--- config.mk ---
export PLATFORM = sky130hd
export DESIGN_NAME = reaction_responder
export DESIGN_NICKNAME = d
export VERILOG_FILES = /design/src/rtl/reaction_pkg.sv /design/src/rtl/reaction_responder_tick_divider.sv /design/src/rtl/reaction_responder.sv
export SDC_FILE = /design/constraint.sdc
export NUM_CORES = 1
export LEC_CHECK = 0
export CAP_MARGIN = 20
export CELL_PAD_IN_SITES_DETAIL_PLACEMENT = 0
export CELL_PAD_IN_SITES_GLOBAL_PLACEMENT = 1
export CORE_MARGIN = 10
export CORE_UTILIZATION = 52
export CTS_CLUSTER_DIAMETER = 120
export CTS_CLUSTER_SIZE = 40
export DETAILED_ROUTE_END_ITERATION = 12
export DONT_BUFFER_PORTS = 1
export PLACE_DENSITY_LB_ADDON = 0.08
export RECOVER_POWER = 50
export SLEW_MARGIN = 20
export SYNTH_ARGS = -nofsm -noshare
export SYNTH_HDL_FRONTEND = slang
export SYNTH_SLANG_ARGS = --single-unit
--- constraint.sdc ---
create_clock -name clk -period 7.4 [get_ports clk]
set_clock_uncertainty 0.15 [all_clocks]
set_input_delay 1.11 -clock clk [delete_from_list [all_inputs] [get_ports clk]]
set_output_delay 1.11 -clock clk [all_outputs]
set_load 0.05 [all_outputs]
--- src/rtl/reaction_pkg.sv ---
// rtl/reaction_pkg.sv - shared types and defaults for the reaction-timer responder
package reaction_pkg;

  typedef enum logic [2:0] {
    IDLE    = 3'd0,
    ARMED   = 3'd1,
    DELAY   = 3'd2,
    PRESS   = 3'd3,
    RELEASE = 3'd4
  } state_t;

  localparam int TICK_DIV_50MHZ  = 500000;
  localparam int PRESS_TICKS_DEF = 10;

  function automatic logic is_busy(state_t s);
    return (s == DELAY) || (s == PRESS) || (s == RELEASE);
  endfunction

endpackage

--- src/rtl/reaction_responder_tick_divider.sv ---
// rtl/reaction_responder_tick_divider.sv - 0.01 s tick pulse generator with restart
module tick_divider #(
  parameter int TICK_DIV = 500000
) (
  input  logic clk,
  input  logic key0,
  input  logic clr,
  output logic tick
);

  localparam int CW = (TICK_DIV > 1) ? $clog2(TICK_DIV) : 1;
  localparam logic [CW-1:0] LAST = CW'(TICK_DIV - 1);

  logic [CW-1:0] cnt;

  always_ff @(posedge clk) begin
    if (!key0) begin
      cnt <= '0;
    end else if (clr || cnt == LAST) begin
      cnt <= '0;
    end else begin
      cnt <= cnt + 1'b1;
    end
  end

  assign tick = (cnt == LAST);

endmodule

--- src/rtl/reaction_responder.sv ---
// rtl/reaction_responder.sv - presses the reaction key a programmed delay after the stimulus LED lights
module reaction_responder
  import reaction_pkg::*;
#(
  parameter int TICK_DIV    = TICK_DIV_50MHZ,
  parameter int PRESS_TICKS = PRESS_TICKS_DEF,
  parameter int CNT_W       = 8
) (
  input  logic             clk,
  input  logic             key0,
  input  logic             enable,
  input  logic             led_in,
  input  logic [7:0]       delay_sw,
  output logic             key3_out,
  output logic             busy,
  output logic [CNT_W-1:0] resp_count,
  output logic [CNT_W-1:0] abort_count
);

  localparam logic [7:0]       PRESS_LAST = 8'(PRESS_TICKS - 1);
  localparam logic [CNT_W-1:0] CNT_MAX    = {CNT_W{1'b1}};

  state_t     state, state_nx;
  logic       sync1, led_s, led_prev;
  logic       rise, fall, tick, clr;
  logic [7:0] tick_cnt, d_lat, d_lat_nx;
  logic       resp_inc, abort_inc;

  assign rise = led_s & ~led_prev;
  assign fall = ~led_s & led_prev;
  // Restarting the divider on every transition makes each interval start at state entry.
  assign clr  = (state_nx != state);

  tick_divider #(.TICK_DIV(TICK_DIV)) u_tick (
    .clk  (clk),
    .key0 (key0),
    .clr  (clr),
    .tick (tick)
  );

  always_ff @(posedge clk) begin
    if (!key0) begin
      sync1       <= 1'b1;
      led_s       <= 1'b1;
      led_prev    <= 1'b1;
      state       <= IDLE;
      key3_out    <= 1'b1;
      busy        <= 1'b0;
      tick_cnt    <= '0;
      d_lat       <= '0;
      resp_count  <= '0;
      abort_count <= '0;
    end else begin
      sync1    <= led_in;
      led_s    <= sync1;
      led_prev <= led_s;
      state    <= state_nx;
      key3_out <= (state_nx != PRESS);
      busy     <= is_busy(state_nx);
      d_lat    <= d_lat_nx;
      if (clr) begin
        tick_cnt <= '0;
      end else if (tick && (state == DELAY || state == PRESS)) begin
        tick_cnt <= tick_cnt + 8'd1;
      end
      if (resp_inc && resp_count != CNT_MAX) begin
        resp_count <= resp_count + 1'b1;
      end
      if (abort_inc && abort_count != CNT_MAX) begin
        abort_count <= abort_count + 1'b1;
      end
    end
  end

  always_comb begin
    state_nx  = state;
    d_lat_nx  = d_lat;
    resp_inc  = 1'b0;
    abort_inc = 1'b0;
    if (!enable) begin
      state_nx = IDLE;
    end else begin
      case (state)
        IDLE: state_nx = ARMED;
        ARMED: begin
          if (rise) begin
            d_lat_nx = delay_sw;
            state_nx = (delay_sw == 8'd0) ? PRESS : DELAY;
          end
        end
        DELAY: begin
          // A falling LED beats a coinciding final tick.
          if (fall) begin
            abort_inc = 1'b1;
            state_nx  = ARMED;
          end else if (tick && tick_cnt == d_lat - 8'd1) begin
            state_nx = PRESS;
          end
        end
        PRESS: begin
          if (tick && tick_cnt == PRESS_LAST) begin
            resp_inc = 1'b1;
            state_nx = RELEASE;
          end
        end
        RELEASE: begin
          if (!led_s) state_nx = ARMED;
        end
        default: state_nx = IDLE;
      endcase
    end
  end

endmodule

-- Word level (Yosys, flattened, before mapping)
Index checks and enable logic that the tools add are counted.
- add/sub/neg operators: 5
- equality and inequality tests: 14
- multiplexer cells: 14
- bitwise logic cells: 5
- reductions and logical operators: 14
- operators by type and width (operator ; count):
    $add 8x1->8 const B ; 3
    $add 19x1->19 const B ; 1
    $eq 19x19->1 const B ; 1
    $mux 3 ; 6
    $ne 8x8->1 const B ; 2
    $pmux 3 s5 ; 1
    $eq 3x2->1 const B ; 4
    $eq 8x4->1 const B ; 1
    $eq 8x8->1 ; 1
    $logic_not 8->1 ; 1
    $sub 8x1->8 const B ; 1
    $mux 1 ; 7
    $eq 3x3->1 const B ; 2
    $logic_and 1x1->1 ; 5
    $logic_or 1x1->1 ; 4
    $reduce_or 2->1 ; 2
    $eq 3x1->1 const B ; 1
    $logic_not 3->1 ; 1
    $ne 3x2->1 const B ; 1
    $ne 3x3->1 ; 1
    $not 1->1 ; 3
    $reduce_and 3->1 ; 1
    $and 1x1->1 ; 2
- register bits after elaboration: 59
- input bits: 12
- output and inout port bits: 18
- logic and storage cells: 63

-- Logic depth before layout (Yosys ltp)
Gate-level depths: netlist of run 1.
- word-level depth: 10
- depth in mapped cells: 12
- mapped depth without buffers: 9

-- Modules after synthesis
A second synthesis of run 1 with hierarchy kept.
- cells, all modules: 356
- area, all modules: 3151.8 µm²
- by module, submodules not included (module ; times used ; cells an instance ; area an instance (µm²) ; sequential area each (µm²)):
    reaction_responder ; 1 ; 256 ; 2272.2 ; 800.8
    tick_divider ; 1 ; 100 ; 879.6 ; 380.4

-- Worst setup path after synthesis of run 1
No wires, ideal clock.
- path kind: input -> register
- start point: input delay_sw[4]
- end point: register tick_cnt[7]
- library setup time: 0.130 ns
- arrival time: 2.611 ns
- required time: 7.120 ns
- slack: 4.509 ns
- stages: 8
- path buffers: 1
- cell sequence: or4_1 o211ai_1 a41oi_1 nand2_1 a21oi_4 xnor2_4 buf_2 nor3_1
- cells in the longest elaborated chain, start to end: 7
- ends and longest elaborated chain (what ; RTL line ; source):
    start: declaration ; reaction_responder.sv:13 ; input logic [7:0] delay_sw,
    $logic_not 8->1 ; reaction_responder.sv:88 ; state_nx = (delay_sw == 8'd0) ? PRESS : DELAY;
    $mux 1 ; reaction_responder.sv:88 ;
    $mux 3 ; reaction_responder.sv:86 ; if (rise) begin
    $pmux 3 s5 ; reaction_responder.sv:83 ; case (state)
    $mux 3 ; reaction_responder.sv:80 ; if (!enable) begin
    $ne 3x3->1 ; reaction_responder.sv:32 ; assign clr = (state_nx != state);
    $reduce_or 2->1 (no line) ; n/a ;
    end signal: assignment ; reaction_responder.sv:64 ; tick_cnt <= tick_cnt + 8'd1;
    end: declaration ; reaction_responder.sv:26 ; logic [7:0] tick_cnt, d_lat, d_lat_nx;
Every way passes these cells.
A chain may end at the register's enable or synchronous reset.

-- Worst setup path after layout of run 1
- start point: register u_tick.cnt[0]
- end point: register u_tick.cnt[2]
- cells in the longest elaborated chain, start to end: 9
- elaborated cells between the ends (all ways): 12
- classes of those cells: add/sub (1); eq/ne (2); mux (5); reduce/logical (4)
- ends and longest elaborated chain (what ; RTL line ; source):
    start: declaration ; reaction_responder_tick_divider.sv:14 ; logic [CW-1:0] cnt;
    start signal: assignment ; reaction_responder_tick_divider.sv:22 ; cnt <= cnt + 1'b1;
    $eq 19x19->1 ; reaction_responder_tick_divider.sv:19, reaction_responder_tick_divider.sv:26 ;
    $logic_and 1x1->1 ; reaction_responder.sv:96 ; end else if (tick && tick_cnt == d_lat - 8'd1) begin
    $mux 3 ; reaction_responder.sv:96 ;
    $mux 3 ; reaction_responder.sv:93 ; if (fall) begin
    $pmux 3 s5 ; reaction_responder.sv:83 ;
    $mux 3 ; reaction_responder.sv:80 ;
    $ne 3x3->1 ; reaction_responder.sv:32 ;
    $logic_or 1x1->1 ; reaction_responder_tick_divider.sv:19 ; end else if (clr || cnt == LAST) begin
    $reduce_or 2->1 (no line) ; n/a ;
Several ways; a longest one is shown, not always the timed one.

==> results of run 1 <==
## cells in the final DEF, fill, tap and decap left out, types with 5 or more instances in the layout
master,instances
a21boi_0,12
a21oi_1,5
and2_1,6
and3_1,6
clkbuf_8,11
dfxtp_1,59
ha_1,6
inv_1,9
nand2_1,34
nand2b_1,9
nand3_1,16
nand4_1,11
nor2_1,14
nor3_1,28
nor4_1,8
nor4b_1,5
o21ai_0,11
or3_1,7
xnor2_1,26
xor2_1,17
## report_power, final
group          switching, mW  leakage (nW)  internal, mW  total, mW
clock                  0.127         0.113         0.208      0.334
combinational         0.0136         0.485       0.00799     0.0216
sequential           0.00301         0.476         0.320      0.323
total                  0.143          1.07         0.535      0.678
## cell families (layout without fill, tap and decap cells)
family          Yosys count  after routing  synth area share [%]
mux                       4              4                  1.33
buf+inv                  28             27                  3.94
compound gates           41             41                  9.32
simple gates            173            173                  32.1
flops                    59             59                  37.9
xor+xnor                 44             44                  13.0
fa+ha+maj                 6              6                  2.41
## cell type report
| cell class | count | area (sq um) | share of cell area (%) |
|---|---|---|---|
| clock buffers | 12 | 155 | 4.62 |
| clock inverters | 4 | 72.6 | 2.16 |
| inverters | 9 | 33.8 | 1.01 |
| multi-input cells | 268 | 1810 | 53.8 |
| flip-flops and latches | 59 | 1180 | 35.2 |
| well taps | 75 | 93.8 | 2.79 |
| repair buffers | 2 | 15.0 | 0.447 |
## state kept, by name (all words and copies together), names as in the netlist
name,cells
u_tick.cnt,19
abort_count,8
d_lat,8
resp_count,8
tick_cnt,8
state,3
busy,1
key3_out,1
led_prev,1
led_s,1
sync1,1
## metrics by stage
stage                     power [mW]  instance area (sq um)  cells  hold slack (ns)  setup slack, ns
final                          0.678                   3360    429            0.261             4.13
after global routing           0.706                   3360    429            0.292             3.86
after CTS                      0.688                   3360    429            0.265             4.11
after detailed placement       0.351                   3140    413            0.249             4.06
after global placement         0.351                   3140    413            0.238             4.12
after floorplan                0.350                   3120    355            0.236             4.51
## metal layers
metal  track usage [%]  up-vias
met5                 0        -
met4              4.03        0
met3              6.83        7
met2              21.0       44
met1              17.8     1143
li1                  -     1249
## worst max path at each step
stage / slack [ns] / end / cells past startpoint / start
2_1_floorplan: 4.51 / tick_cnt[7] / 8 / delay_sw[4]
3_3_place_gp: 4.12 / tick_cnt[7] / 7 / delay_sw[0]
3_5_place_dp: 4.06 / u_tick.cnt[2] / 7 / delay_sw[0]
4_1_cts: 4.11 / u_tick.cnt[2] / 8 / u_tick.cnt[0]
5_1_grt: 3.86 / u_tick.cnt[6] / 8 / u_tick.cnt[0]
6_report: 4.13 / u_tick.cnt[2] / 8 / u_tick.cnt[0]
==> flow_summary.toml, run 1 <==
[outcome]
status = "finished clean"

[synthesis]
avgSynthCellArea_sq_um = 8.78
synth_top_area_share_pct = 37.9
ys_warn_count = 0
synth_edf_count = 0
ys.flop_type = "dfxtp_1"
syn_nets = 373
syn-instance-count = 355
ys_ff_latch = 59
synth_area_leader_cell = "dfxtp_1"
synth_area_leaders = "dfxtp_1, xnor2_1, xor2_1, nor3_1, nand2_1"
synth_most_common_cell = "dfxtp_1"
yosysUniqueCellTypes = 51
yosysSeqAreaShare_pct = 37.9
netlist_area_sq_mm = 0.00312
synthArstFlopShare_pct = 0
yosys-top-cells-count = "dfxtp_1, nand2_1, nor3_1, xnor2_1, xor2_1"

[grt]
grt-ovfl-total = 0
antenna_found_initial = 0
grt_max_degree = 31
track_usage_pct = 14.2
first_global_vias = 2293
grt_pass1_wl_um = 11300

[detailed_routing]
num_vias = 2443
met3_length_um = 409
dr_wl_met2_um = 3050
routed_wl_um = 6610
drtAntennaViolNets = 0
post_drt_wl_per_cell_um = 15.4
drt_iter0_markers = 112
remaining_drc_errors = 0
m1WireLength_um = 3080
routed.top_layer = "met4"
drtPass1Iterations = 4
vias_per_cell = 5.69

[setup_path]
rr_worst_depth = 8
r2r_start = "u_tick.cnt[0]"
crit_family = "simple AND/OR/NAND/NOR gates"
crit_buf_inv = 0
reg2reg_to = "u_tick.cnt[2]"
critical_path.startpoint_type = "register"
crit_slowest_cell = "xnor2_4"
r2r_slack_ns = 4.13
criticalPathCategory = "reg -> reg"
worst_ep_required_time_ns = 7.43
path_cells = "ha_1 > nand2_1 > or4_1 > or2_2 > a2111oi_2 > a21oi_4 > xnor2_4 > nor3_1"
cpPeakStageDelay_ns = 0.69
cp.arrival_ns = 3.30
end_kind = "register"
cp_max_fo = 27

[floorplanning]
die_w_um = 97.4
die-area_sq_mm = 0.00949
die_y_um = 97.4
core_sq_mm = 0.00589
initial_core_util_pct = 52.9
io_pins = 30
num_rows = 28

[cts]
clock-sinks = 59
cts_buffers = 9
htreeDepth = 3
cts_root_buf = "clkbuf_8"
clk_latency_ns = 0.34
cts_tree = "built"
post_cts_buffers = 0
clk_pin_slew_worst_paths_ns = 0.07
cts_buffer_depth = 2
cts_hold_buf = 0
cts-resized-gates = 0

[place]
place_congestion = 0.738
port_buffers = 0
hpwl_um = 4510

[layout]
fin_nets = 367
fin_util_pct = 57.1
nFillCells = 558
antenna_cells = 0
area_growth_pct = 7.83
drive_above_1_share_pct = 7.63

[timing]
setup_violations = 0
slew_viol_final = 0
tightest_slew_ns = 0.912
rsz0062_at_grt = "false"
setup_tns_ns = 0
max_freq_mhz = 306
fin_crit_ns = 3.27
maxSlewHeadroom_pct = 39.0
fin_crit_sh_pct = 44.2
finalHoldViolations = 0

[hold_path]
whs_endpoint = "led_s"
min_from = "sync1"
hold_path_class = "reg -> reg"
hold_depth = 1

[power_and_ir_drop]
power_density_mw_per_mm2 = 202
leakagePower_nw = 1.07
irDropWorstVdd_mv = 0.139

[run]
maxCapViolCount = 0
(Power assumes the default switching activity.)
==> inputs of run 2 (changes only) <==
CORE_UTILIZATION = 43   (was 52)
clock period = 2.7 ns   (was 7.4 ns; I/O delays follow)
==> run 2 against run 1 <==
Net effect:
- sequential cell count did not move
- die area rose by 16%
- hold slack got worse by 0.24 ns
- combinational power rose to 5.2 times the previous value
- design area rose by 18%
- cell count rose by 16%
- power rose to 2.7 times the previous value
- critical path depth rose by 2
- register-to-register slack got worse by 4.1 ns
- critical endpoint is now tick_cnt[1]
- largest power group is now sequential cells
==> flow_summary.toml, run 2 (synthesized netlist as in run 1, its figures left out) <==
[outcome]
status = "finished clean"

[detailed_routing]
drtAntennaViolNets = 0
remaining_drc_errors = 0
num_vias = 2619
drt_iter0_markers = 59
drtPass1Iterations = 4
routed_wl_um = 7370
post_drt_wl_per_cell_um = 14.8
vias_per_cell = 5.27

[cts]
clk_latency_ns = 0.33
cts_buffers = 9
clock-sinks = 59
htreeDepth = 3
clk_pin_slew_worst_paths_ns = 0.06
cts_root_buf = "clkbuf_8"
cts_buffer_depth = 2
cts_tree = "built"

[timing]
fin_crit_sh_pct = 97.5
finalHoldViolations = 0
whs_ns = 0.0238
tightest_slew_ns = 0.815
slew_viol_final = 0
max_freq_mhz = 380
fin_crit_ns = 2.63
rsz0062_at_grt = "true"
maxSlewHeadroom_pct = 45.7
setup_violations = 0

[floorplanning]
die-area_sq_mm = 0.0111
initial_core_util_pct = 45.1
num_rows = 30
io_pins = 30
die_w_um = 105
core_sq_mm = 0.00691
die_y_um = 105

[setup_path]
cp_max_fo = 8
cp.arrival_ns = 2.70
end_kind = "register"
worst_ep_required_time_ns = 2.77
critical_path.startpoint_type = "register"
criticalPathCategory = "reg -> reg"

[grt]
grt-ovfl-total = 0
track_usage_pct = 13.5
first_global_vias = 2511
antenna_found_initial = 0
grt_pass1_wl_um = 12600
grt_max_degree = 29

[layout]
antenna_cells = 0
area_growth_pct = 27.1
largest_register_ffs = 19
regMostFlops = "u_tick.cnt"
nFillCells = 636
final_cell_mix = "dfxtp_1, nand2_1, buf_4"
final_cells = 497
drive_above_1_share_pct = 22.2
fin_nets = 414
final_common_cell = "dfxtp_1"

[run]
maxCapViolCount = 0

[place]
hpwl_um = 5190
place_congestion = 0.806
placed_cells = 476
port_buffers = 0

[power_and_ir_drop]
power_density_mw_per_mm2 = 465
leakagePower_nw = 1.29
irDropWorstVdd_mv = 0.336

[hold_path]
hold_path_class = "in -> reg"
==> run 2: cell types whose count changed in the layout (fill, tap and decap cells not counted), moves of 3 or more <==
cell and change:
dfxtp_1 -4, clkbuf_1 +15, and2_1 +3, nor4_1 -7, nor3_2 +10, nor4_4 +7, and2_0 -3, buf_4 +25
dfxtp_2 +4, nor3_1 -10
==> run 2: report_power, final <==
group | switching (mW) | internal (mW) | total, mW
Sequential | 0.00635 | 0.876 | 0.883
Clock | 0.347 | 0.498 | 0.846
Combinational | 0.0615 | 0.0509 | 0.112
==> run 2: cell type report <==
cell class              instances  area [sq um]  share of cell area (%)
multi-input cells             268          2050                    51.7
repair buffers                 49           360                    9.10
clock buffers                  12           165                    4.17
well taps                      96           120                    3.03
inverters                       9          33.8                   0.853
flip-flops and latches         59          1190                    30.0
clock inverters                 4          47.5                    1.20
==> run 2: final timing paths <==
check / start / end / slack [ns] / cells after the start
min reg2reg: sync1 / led_s / 0.26 / 1
min: led_in / sync1 / 0.02 / 1
max: tick_cnt[1] / tick_cnt[1] / 0.07 / 10
max reg2reg: tick_cnt[1] / tick_cnt[1] / 0.07 / 10
==> run 2: worst max-delay path, cell delays in order, from the launching register on <==
cell and delay, ns:
dfxtp_2 0.32, inv_2 0.07, ha_4 0.11, or4b_4 0.47
or3_4 0.35, o311ai_4 0.28, nand2_2 0.09, a21oi_4 0.19
xnor2_4 0.20, clkbuf_16 0.23, nor3_2 0.05
==> run 2: per-layer routing <==
metal / vias to the layer above / global-route usage [%] / routed length (um)
met4: 0 / 5.29 / 61
met1: 1243 / 17.9 / 3600
met5: - / 0 / 0
met2: 30 / 20.3 / 3390
met3: 6 / 3.69 / 319
li1: 1340 / - / -
==> run 2: timing repair <==
| item | CTS | global route |
|---|---|---|
| cloned | 0 | 1 |
| setup buffers | 1 | 2 |
| resized for setup | 5 | 38 |
| hold buffers | 1 | 0 |
| endpoints found under the setup margin | 8 | 35 |
| hold endpoints to repair | 3 | 0 |
| pin swaps | 3 | 18 |
==> run 2: per-stage QoR <==
stage | total power, mW | utilization, % | cell area [sq um] | setup TNS (ns) | setup slack (ns)
2_1_floorplan | 0.960 | - | 3130 | 0 | 0.0165
3_3_place_gp | 0.979 | 50.9 | 3510 | 0 | 0.0322
3_5_place_dp | 0.981 | 50.9 | 3510 | -0.186 | -0.0488
4_1_cts | 1.83 | 54.6 | 3770 | -0.00216 | -0.00175
5_1_grt | 1.91 | 57.3 | 3960 | -0.850 | -0.0738
6_report | 1.84 | 57.3 | 3960 | 0 | 0.0665
==> inputs of run 3 (changes only) <==
CAP_MARGIN = 10   (was 20)
CORE_UTILIZATION = 44   (was 43)
SYNTH_HIERARCHICAL = 1   (was not set)
==> run 3 against run 2 <==
Net effect:
- the run now ends with negative setup slack left
- register-to-register slack worse by 0.79 ns
- critical path type unchanged
- sequential power fell by 0.5%
- routed wire length up 5.8%
- design area is 2.1% higher
- cell count up 6.6%
- sequential share of layout area fell by 0.65 points
- critical endpoint is now u_tick/cnt[12]
- clock-buffer cell count unchanged
- power shrank 8.0%
- die area fell by 0.92%
- worst setup slack lost 0.79 ns
- first-iteration DRC count grew 51%
- sequential cell count unchanged
==> flow_summary.toml, run 3 <==
[synthesis]
ys_warn_count = 6
synth_area_leader_cell = "dfxtp_1"
ys_ff_latch = 59
synthArstFlopShare_pct = 0
syn_nets = 374
netlist_area_sq_mm = 0.00315
yosys-top-cells-count = "dfxtp_1, nor2_1, nor3_1, xnor2_1, nand2_1"
ys.flop_type = "dfxtp_1"
yosysSeqAreaShare_pct = 37.5
synth_top_area_share_pct = 37.5
syn-instance-count = 356
avgSynthCellArea_sq_um = 8.85
yosysUniqueCellTypes = 58
synth_edf_count = 0
synth_area_leaders = "dfxtp_1, xnor2_1, nor2_1, xor2_1, nor3_1"
synth_most_common_cell = "dfxtp_1"

[layout]
final_common_cell = "dfxtp_1"
regMostFlops = "u_tick/cnt"
nFillCells = 647
final_cell_mix = "dfxtp_1, nor2_1, buf_4"
fin_nets = 446
drive_above_1_share_pct = 25.4
largest_register_ffs = 19
area_growth_pct = 28.3

[cts]
cts_buffers = 9
cts_root_buf = "clkbuf_8"
clk_pin_slew_worst_paths_ns = 0.06
cts_buffer_depth = 2
cts_tree = "built"
htreeDepth = 3
clk_latency_ns = 0.34
clock-sinks = 59

[place]
hpwl_um = 5420
port_buffers = 0
place_congestion = 0.839

[detailed_routing]
vias_per_cell = 5.34
remaining_drc_errors = 0
num_vias = 2828
drt_iter0_markers = 89
post_drt_wl_per_cell_um = 14.7
routed_wl_um = 7800
drtAntennaViolNets = 0
drtPass1Iterations = 4

[floorplanning]
die_y_um = 105
initial_core_util_pct = 45.9
io_pins = 30
core_sq_mm = 0.00687
die-area_sq_mm = 0.0109
die_w_um = 105
num_rows = 30

[timing]
fin_crit_ns = 3.43
finalHoldViolations = 0
setup_tns_ns = -19.89
rsz0062_at_grt = "true"
maxSlewHeadroom_pct = 40.9
postLayoutSetupSlackWorst_ns = -0.728
tightest_slew_ns = 0.886
fin_crit_sh_pct = 127
slew_viol_final = 0
max_freq_mhz = 292
setup_violations = 38

[power_and_ir_drop]
pwr-share-clk_pct = 43.3
p_int_mw = 1.29
total_power_mw = 1.69
leakagePower_nw = 1.51
combPwrFrac_pct = 4.8
p_switching_uw = 404
p_seq_share_pct = 51.9
power_density_mw_per_mm2 = 419
irDropWorstVdd_mv = 0.264
switching_share_pct = 23.8

[outcome]
status = "finished with violations"
violations = "negative setup slack"

[grt]
grt_max_degree = 26
grt-ovfl-total = 0
antenna_found_initial = 1
grt_pass1_wl_um = 13300
track_usage_pct = 14.5
first_global_vias = 2737

[setup_path]
criticalPathCategory = "reg -> reg"
worst_ep_required_time_ns = 2.76
end_kind = "register"
critical_path.startpoint_type = "register"
cp_max_fo = 5
cp.arrival_ns = 3.48

[hold_path]
hold_path_class = "in -> reg"

[run]
maxCapViolCount = 0
==> run 3: worst paths after layout <==
kind | start | to | slack, ns | depth (start not counted)
max | u_tick/cnt[6] | u_tick/cnt[12] | -0.73 | 15
min | key0 | abort_count[4] | 0.05 | 1
min reg2reg | u_tick/cnt[18] | u_tick/cnt[18] | 0.34 | 2
max reg2reg | u_tick/cnt[6] | u_tick/cnt[12] | -0.73 | 15
==> run 3: cells by family after synthesis <==
group	after synthesis	synth area share, %
multiplexers	19	6.47
XOR/XNOR	41	11.4
flip-flops	59	37.5
adder cells (fa/ha/maj)	6	2.38
buffers and inverters	27	3.89
AO/OA/AOI/OAI	38	8.97
AND/OR/NAND/NOR	166	29.4
==> run 3: power by group through the flow <==
stage | clock network (mW) | registers [mW] | logic (mW)
final | 0.733 | 0.879 | 0.0810
after detailed placement | 0 | 0.899 | 0.0594
after global routing | 0.799 | 0.879 | 0.0879
after CTS | 0.755 | 0.879 | 0.0764
after global placement | 0 | 0.899 | 0.0595
after floorplan | 0 | 0.899 | 0.0442
==> run 3: critical path, cell delays in order (launching register included) <==
cell and delay, ns:
dfxtp_2 0.32, or4b_1 0.50, or4_4 0.44, nor3_4 0.20, buf_4 0.14, buf_4 0.09
buf_4 0.09, and4_1 0.17, o211ai_1 0.10, a2111o_1 0.37, nand2_4 0.10, mux2i_1 0.23
nor2b_2 0.08, buf_6 0.12, o31ai_4 0.09, nor2_1 0.10
==> run 3: per-stage QoR <==
step           hold slack, ns  instances  setup WS, ns  area (sq um)  utilization [%]
2_1_floorplan           0.236        356        -0.673          3190                -
4_1_cts                0.0320        533        -0.679          4070             59.2
5_1_grt                0.0292        530        -0.883          4040             58.9
3_5_place_dp            0.245        497        -0.699          3670             53.4
6_report               0.0457        530        -0.728          4040             58.9
3_3_place_gp            0.243        497        -0.655          3670             53.4
==> run 3: final cells by class <==
cell class                 instances  area (sq um)  area share, %
clock inverter                     4          25.0          0.619
antenna                            1          2.50         0.0619
inverter                          17          63.8           1.58
sequential                        59          1180           29.3
timing repair buffer              68           484           12.0
multi-input combinational        273          2010           49.7
tap                               96           120           2.97
clock buffer                      12           155           3.84
==> run 3: repair_timing <==
item                                    4_1_cts  5_1_grt
hold endpoints to repair                      3        0
hold buffers                                  3        0
resized for setup                            11       15
pin swaps                                    18       13
cloned                                        4        0
endpoints found under the setup margin       40       40
setup buffers                                13        5
==> run 3: routing by layer <==
layer	track usage [%]	routed length (um)	vias to the layer above
met5	0	0	-
li1	-	-	1420
met1	17.8	3570	1342
met2	24.1	3710	56
met3	4.42	417	10
met4	4.12	92	0
